File: config.mk
export PLATFORM = sky130hd
export DESIGN_NAME = conv_inst_expand
export DESIGN_NICKNAME = d
export VERILOG_FILES = /design/src/rtl/conv_inst_pkg.sv /design/src/rtl/conv_inst_addr_gen.sv /design/src/rtl/conv_inst_expand.sv
export SDC_FILE = /design/constraint.sdc
export NUM_CORES = 1
export LEC_CHECK = 0
export BUFFER_PORTS_ARGS = -buffer_cell sky130_fd_sc_hd__buf_2
export CORE_ASPECT_RATIO = 1.75
export CORE_MARGIN = 4
export CORE_UTILIZATION = 35
export CTS_CLUSTER_SIZE = 8
export DETAILED_ROUTE_END_ITERATION = 12
export MAX_ROUTING_LAYER = met4
export SLEW_MARGIN = 20
export SYNTH_ARGS = -nofsm -noshare
export SYNTH_HDL_FRONTEND = slang
export SYNTH_SLANG_ARGS = --single-unit
File: constraint.sdc
create_clock -name clk -period 4.8 [get_ports clk]
set_input_delay 0.72 -clock clk [delete_from_list [all_inputs] [get_ports clk]]
set_output_delay 0.72 -clock clk [all_outputs]
set_load 0.005 [all_outputs]
File: src/rtl/conv_inst_pkg.sv
// conv_inst_pkg: slot-0 control field layout, FSM state type and width helpers for conv_inst_expand.
package conv_inst_pkg;
  localparam int LOOP_EN_BIT = 0;
  localparam int KH_LSB = 1;
  localparam int KB_DEF = 2;
  localparam int KW_LSB = KH_LSB + KB_DEF;
  localparam int DIM0_LSB = KW_LSB + KB_DEF;
  typedef enum logic {ST_IDLE, ST_RUN} state_t;
  function automatic int kw_lsb(input int kb);
    return KH_LSB + kb;
  endfunction
  function automatic int dim0_lsb(input int kb);
    return KH_LSB + 2 * kb;
  endfunction
  function automatic int beat_w(input int kb);
    return 2 * kb;
  endfunction
endpackage

File: src/rtl/conv_inst_addr_gen.sv
// conv_inst_addr_gen: row/column tap counters with accumulated offsets.
// Counters track the beat currently in the output register; outputs describe the next beat.
module conv_inst_addr_gen
  import conv_inst_pkg::*;
#(
  parameter int KB = 2,
  parameter int DW = 7,
  parameter int AW = 14
) (
  input  logic          clk,
  input  logic          rst_n,
  input  logic          i_clear,
  input  logic          i_adv,
  input  logic [KB-1:0] i_kh_m1,
  input  logic [KB-1:0] i_kw_m1,
  input  logic [DW-1:0] i_dim0,
  output logic [AW-1:0] o_off2d,
  output logic [AW-1:0] o_lin,
  output logic          o_last
);
  localparam int BW = beat_w(KB);
  logic [KB-1:0] r_r, r_c, w_r_nx, w_c_nx;
  logic [AW-1:0] r_row_off, w_row_nx;
  logic [BW-1:0] r_n, w_n_nx;
  logic w_col_wrap;
  always_comb begin
    w_col_wrap = r_c == i_kw_m1;
    w_c_nx = w_col_wrap ? '0 : r_c + 1'b1;
    w_r_nx = w_col_wrap ? r_r + 1'b1 : r_r;
    w_row_nx = w_col_wrap ? r_row_off + AW'(i_dim0) : r_row_off;
    w_n_nx = r_n + 1'b1;
  end
  assign o_off2d = w_row_nx + AW'(w_c_nx);
  assign o_lin = AW'(w_n_nx);
  assign o_last = (w_r_nx == i_kh_m1) && (w_c_nx == i_kw_m1);
  always_ff @(posedge clk or negedge rst_n) begin
    if (!rst_n) begin
      r_r <= '0;
      r_c <= '0;
      r_row_off <= '0;
      r_n <= '0;
    end else if (i_clear) begin
      r_r <= '0;
      r_c <= '0;
      r_row_off <= '0;
      r_n <= '0;
    end else if (i_adv) begin
      r_r <= w_r_nx;
      r_c <= w_c_nx;
      r_row_off <= w_row_nx;
      r_n <= w_n_nx;
    end
  end
endmodule

File: src/rtl/conv_inst_expand.sv
// conv_inst_expand: replays one instruction bundle as KHxKW beats with per-slot tap-offset addresses.
// Optional CONV_INST_EXPAND_PERF_EN adds a saturating handshake counter on perf_beats.
module conv_inst_expand
  import conv_inst_pkg::*;
#(
  parameter int IRW = 30,
  parameter int IN = 3,
  parameter int AW = 14,
  parameter int DW = 7,
  parameter int KB = 2,
  parameter int BASE_LSB = 16,
  parameter logic [IN-1:0] ADDR_MASK = 3'b011
) (
  input  logic              clk,
  input  logic              rst_n,
  input  logic [IRW*IN-1:0] m_inst,
  input  logic              m_valid,
  output logic              m_ready,
  output logic [IRW*IN-1:0] s_inst,
  output logic              s_valid,
  input  logic              s_ready,
  output logic              s_last
`ifdef CONV_INST_EXPAND_PERF_EN
  ,output logic [31:0]      perf_beats
`endif
);
  localparam int KW_L = kw_lsb(KB);
  localparam int DIM_L = dim0_lsb(KB);
  state_t r_state, w_state_nx;
  logic [IRW*IN-1:0] r_bundle, r_s_inst, w_beat;
  logic r_s_valid, r_s_last;
  logic w_load_ok, w_acc, w_adv, w_first_last, w_ag_last;
  logic [AW-1:0] w_off2d, w_lin;
  assign w_load_ok = !r_s_valid || s_ready;
  assign m_ready = (r_state == ST_IDLE) && w_load_ok;
  assign w_acc = m_valid && m_ready;
  assign w_adv = (r_state == ST_RUN) && w_load_ok;
  assign w_first_last = !m_inst[LOOP_EN_BIT] || (m_inst[KH_LSB +: KB] == '0 && m_inst[KW_L +: KB] == '0);
  conv_inst_addr_gen #(.KB(KB), .DW(DW), .AW(AW)) u_addr_gen (
    .clk     (clk),
    .rst_n   (rst_n),
    .i_clear (w_acc),
    .i_adv   (w_adv),
    .i_kh_m1 (r_bundle[KH_LSB +: KB]),
    .i_kw_m1 (r_bundle[KW_L +: KB]),
    .i_dim0  (r_bundle[DIM_L +: DW]),
    .o_off2d (w_off2d),
    .o_lin   (w_lin),
    .o_last  (w_ag_last)
  );
  always_comb begin
    w_state_nx = r_state == ST_IDLE ? ((w_acc && !w_first_last) ? ST_RUN : ST_IDLE)
                                    : ((w_adv && w_ag_last) ? ST_IDLE : ST_RUN);
  end
  always_comb begin
    w_beat = r_bundle;
    for (int k = 0; k < IN; k++)
      w_beat[IRW*k+BASE_LSB +: AW] = r_bundle[IRW*k+BASE_LSB +: AW] + (ADDR_MASK[k] ? w_off2d : w_lin);
  end
  always_ff @(posedge clk or negedge rst_n) begin
    if (!rst_n) begin
      r_state <= ST_IDLE;
      r_bundle <= '0;
    end else begin
      r_state <= w_state_nx;
      if (w_acc) r_bundle <= m_inst;
    end
  end
  // Beat 0 always carries zero offset, so the accepted bundle loads straight into the output stage.
  always_ff @(posedge clk or negedge rst_n) begin
    if (!rst_n) begin
      r_s_inst <= '0;
      r_s_valid <= 1'b0;
      r_s_last <= 1'b0;
    end else if (w_acc) begin
      r_s_inst <= m_inst;
      r_s_valid <= 1'b1;
      r_s_last <= w_first_last;
    end else if (w_adv) begin
      r_s_inst <= w_beat;
      r_s_valid <= 1'b1;
      r_s_last <= w_ag_last;
    end else if (r_s_valid && s_ready) begin
      r_s_valid <= 1'b0;
      r_s_last <= 1'b0;
    end
  end
  assign s_inst = r_s_inst;
  assign s_valid = r_s_valid;
  assign s_last = r_s_last;
`ifdef CONV_INST_EXPAND_PERF_EN
  logic [31:0] r_perf;
  always_ff @(posedge clk or negedge rst_n) begin
    if (!rst_n) r_perf <= '0;
    else if (r_s_valid && s_ready && r_perf != 32'hFFFF_FFFF) r_perf <= r_perf + 1'b1;
  end
  assign perf_beats = r_perf;
`else
`endif
endmodule

==> metrics.sh <==
DIE-HEIGHT_UM=234
SYN-INSTANCE-COUNT=1119
SLEW_VIOL_FINAL=0
SWSHARE_PCT=41.4
CRIT-REG2REG-CAPTURE='s_inst[59]'
WIRE_PER_INST_UM=16.6
DESIGN.FINAL.NETS=1436
SYNTHESIS.YOSYS.WARNINGS=0
ROUTABILITYCONGESTION=0.865
N_FILL_CELL=2836
COMBINATIONALPOWERSHARE_PCT=47.7
TIMING.CRITICAL_PATH.SLOWEST_CELL_DELAY_NS=0.45
NETLIST.TOP_CELL.BY_AREA='sky130_fd_sc_hd__dfrtp_1'
DETAILROUTE.VIA_COUNT=8414
STATUS='complete, no violations'
DRC=0
TIMING_WORST_SETUP_PATH_TYPE='register to register'
UNREPAIRED_SETUP_ENDPOINTS_AFTER_GLOBAL_ROUTING='false'
START_UTIL_PCT=35.5
HOLDCRITPATHCLASS='input pin to asynchronous set/reset pin'
ANTENNA_FOUND_INITIAL=0
MAXCAPVIOLATIONS=0
WIRE_LENGTH_OF_THE_FIRST_GLOBAL_ROUTING_PASS_UM=44500
P_LEAK_uW=0.00607
VDD_IR_DROP_MAX_V=0.000386
R2R.WORST_PATH.CELLS=19
WORSTPATHREQUIRED_NS=5.20
FIN_SETUP_TNS_NS=0
P_SEQ_SHARE_PCT=33.1
CTS_TREE='built'
CRITPATHMAXFANOUT=5
GRT_PASS1_VIAS=8699
LAYOUT_MIN_CYCLE_TIME_NS=4.48
SYNTH_ENABLE_FLOP_CELLS=0
INTPOWER_uW=5420
VIASPERCELL=5.03
DRTITER0DRC=331
POWER.NET_SWITCHING_uW=3830
CTS.REPORTEDPATHS.CLKPINSLEW_NS=0.05
CTS-HTREE-LEVELS=1
NUMBER_OF_POST_CTS_SETUP_REPAIR_BUFFERS=0
CTS-ROOT-BUF='sky130_fd_sc_hd__clkbuf_16'
RR_STARTPOINT='r_bundle[5]'
COREAREA_UM2=28600
SYN-MEAN-INSTANCE-AREA_UM2=9.09
TRACK_USAGE_PCT=18.1
FINALHOLDVIOLATIONS=0
SYNTHDOMINANTCELLAREASHARE_PCT=50.4
FINALWIRELENGTH_UM=27800
CHIPWIDTH_UM=137
CTS_BUFFERS=29
FLOW.AREA_GROWTH_FROM_SYNTHESIS_PCT=20.6
LAYOUT.AREA.SEQ_UM2=5130
TIMING.CRITICAL_PATH.SLOWEST_STAGE_CELL='sky130_fd_sc_hd__fa_1'
FINAL_POWER_uW=9260
SEQUENTIAL_CELL_AREA_FRACTION_IN_THE_YOSYS_REPORT_PCT=50.4
TIMING.CRITICAL_PATH.TO_TYPE='register'
GR-TOTAL-OVERFLOW=0
INSERTEDDIODECOUNT=0
DRT_PASS1_ITERATIONS=5
TIMING_WORST_SLEW_PIN_VALUE_NS=1.04
YS_SEQ_ELEMENTS=205
CP_DATA_ARRIVAL_TIME_NS=4.88
PRIMARY_FF_MASTER_SYNTH='sky130_fd_sc_hd__dfrtp_1'
CP-START-KIND='register'
GRT_START_MAX_NET_PINS=98
DETAILED_PLACE.AREA_UM2=11500
POST_CTS_HOLD_BUFFER_COUNT=0
SYNTHESIS.NETS=1260
MULTIINPUTGATEAREA_UM2=4830
MAPPEDNETLISTAREA_UM2=10200
ROWS=82
FINALHOLDWORSTSLACK_NS=0.189
DIE_AREA_UM2=32000
POST_CTS_RESIZE_COUNT=0
CTS_MAX_PATH_BUFFERS=3
SYNTH.AREA.TOP_CELLS='sky130_fd_sc_hd__dfrtp_1 (50%), sky130_fd_sc_hd__nand2_1 (12%), sky130_fd_sc_hd__ha_1 (5.2%)'
FINAL_DESIGN_UTILIZATION_PCT=42.9
CP_CELL_SEQUENCE='ha_1 -> inv_1 -> fa_1 -> nor2_1 -> a21oi_1 -> buf_4 -> fa_1 -> nor2_1 -> nand4_1 -> nor3_2 -> xnor2_1 -> ha_1 -> and3_1 -> a211o_1 -> a21o_1 -> a21oi_1 -> o21ai_0 -> xnor2_1 -> o211ai_1'
FIN_WORST_SKEW_NS=0.0172
MAX_SLEW_HEADROOM_PCT=30.4
SETUP_VIOL_COUNT_FINAL=0
WORSTSKEWPAIRLATENCY_NS=0.55
DP_HPWL_UM=19900
POWER_PER_CELL_AREA_nW_PER_UM2=754
POWER.SHARE.CLOCK_PCT=19.2
CTS.SINKS=205
DRTANTENNAVIOLNETS=0
TIMING.FINAL.CRIT_SHARE_PCT=93.3
FINAL_CELL_AREA_UM2=12300
TIMING.REG2REG.SETUP_SLACK_NS=0.32
ASYNC_SET_RESET_FLOP_SHARE_OUT_OF_SYNTHESIS_PCT=100
PORT_BUFFERS=186
SYNTHDISTINCTLIBCELLS=56
FMAX_GHz=0.223
IO_PINS=187
DRIVE_GT1_SHARE_PCT=20.2
cell usage in the layout (no fill, tap or decap), types with 6 or more instances in the layout:
master	instances
sky130_fd_sc_hd__mux2i_1	10
sky130_fd_sc_hd__o21ai_0	68
sky130_fd_sc_hd__a31oi_1	50
sky130_fd_sc_hd__clkbuf_16	29
sky130_fd_sc_hd__a21oi_1	54
sky130_fd_sc_hd__buf_2	185
sky130_fd_sc_hd__nand3_1	23
sky130_fd_sc_hd__nor2_1	105
sky130_fd_sc_hd__ha_1	42
sky130_fd_sc_hd__inv_1	16
sky130_fd_sc_hd__nor2b_1	6
sky130_fd_sc_hd__xnor2_1	30
sky130_fd_sc_hd__o211ai_1	6
sky130_fd_sc_hd__nor3_1	8
sky130_fd_sc_hd__dfrtp_1	205
sky130_fd_sc_hd__a21o_1	11
sky130_fd_sc_hd__buf_4	8
sky130_fd_sc_hd__xor2_1	26
sky130_fd_sc_hd__nand2_1	317
flip-flops by register name, indices dropped and copies added (netlist names):
signal	cells
r_bundle	90
r_state	1
s_inst	90
s_last	1
s_valid	1
u_addr_gen.r_c	2
u_addr_gen.r_n	4
u_addr_gen.r_r	2
u_addr_gen.r_row_off	14
worst max-delay path: cells and delay by family, from the launching register on:
kind / cells / cell delay [ns]
fa+ha+maj: 4 / 1.43
compound gates: 6 / 1.04
simple gates: 5 / 0.89
flops: 1 / 0.38
xor+xnor: 2 / 0.36
buf+inv: 2 / 0.22
power by group through the flow:
stage               clock network (uW)  logic (uW)  registers [uW]
floorplan                            0        3020            2980
global placement                     0        4360            3080
detailed placement                   0        4460            3090
CTS                               1830        4480            3070
global route                      1900        5020            3160
finish                            1780        4420            3060
worst max path at each step:
stage	cells after the start	start	to	slack (ns)
6_report	19	r_bundle[5]	s_inst[59]	0.32
4_1_cts	19	r_bundle[5]	s_inst[29]	0.19
5_1_grt	19	r_bundle[5]	s_inst[59]	0.003
2_1_floorplan	21	u_addr_gen.r_c[1]	s_inst[59]	0.69
3_5_place_dp	19	r_bundle[5]	s_inst[29]	0.21
3_3_place_gp	19	r_bundle[5]	s_inst[29]	0.26
per-layer routing:
layer / track usage, % / vias up / routed length (um)
met5: - / - / 0
met4: 7.05 / 0 / 1020
met3: 2.44 / 61 / 1060
met2: 33.5 / 172 / 15400
met1: 19.1 / 4078 / 10300
li1: - / 4103 / -
logic make-up after synthesis:
group	Yosys count	synth area share (%)
AO/OA/AOI/OAI	227	13.8
XOR/XNOR	62	5.71
adder cells (fa/ha/maj)	47	6.15
buffers and inverters	67	2.63
flip-flops	205	50.4
multiplexers	10	0.984
AND/OR/NAND/NOR	501	20.3
final cells by class:
| class | instances | share of cell area [%] |
|---|---|---|
| clock inverter | 2 | 0.112 |
| tap | 378 | 3.85 |
| multi-input combinational | 847 | 39.4 |
| sequential | 205 | 41.8 |
| inverter | 16 | 0.489 |
| timing repair buffer | 196 | 8.47 |
| clock buffer | 29 | 5.91 |
cells in the mapped netlist, types with 5 or more instances:
cell / instances
sky130_fd_sc_hd__a21o_1: 11
sky130_fd_sc_hd__a21oi_1: 55
sky130_fd_sc_hd__a31oi_1: 50
sky130_fd_sc_hd__and3_1: 5
sky130_fd_sc_hd__buf_1: 10
sky130_fd_sc_hd__clkbuf_1: 38
sky130_fd_sc_hd__dfrtp_1: 205
sky130_fd_sc_hd__fa_1: 5
sky130_fd_sc_hd__ha_1: 42
sky130_fd_sc_hd__inv_1: 16
sky130_fd_sc_hd__mux2i_1: 10
sky130_fd_sc_hd__nand2_1: 320
sky130_fd_sc_hd__nand2b_1: 5
sky130_fd_sc_hd__nand3_1: 23
sky130_fd_sc_hd__nand4_1: 5
sky130_fd_sc_hd__nor2_1: 105
sky130_fd_sc_hd__nor2b_1: 6
sky130_fd_sc_hd__nor3_1: 9
sky130_fd_sc_hd__o211ai_1: 6
sky130_fd_sc_hd__o21a_1: 5
sky130_fd_sc_hd__o21ai_0: 68
sky130_fd_sc_hd__xnor2_1: 31
sky130_fd_sc_hd__xor2_1: 26
metrics by stage:
| step | std cells | setup WS (ns) |
|---|---|---|
| 6_report | 1673 | 0.321 |
| 5_1_grt | 1673 | 0.00317 |
| 4_1_cts | 1673 | 0.187 |
| 3_5_place_dp | 1642 | 0.214 |
| 3_3_place_gp | 1642 | 0.263 |
| 2_1_floorplan | 1119 | 0.693 |
Note: power is estimated with default switching activity, not from simulation.
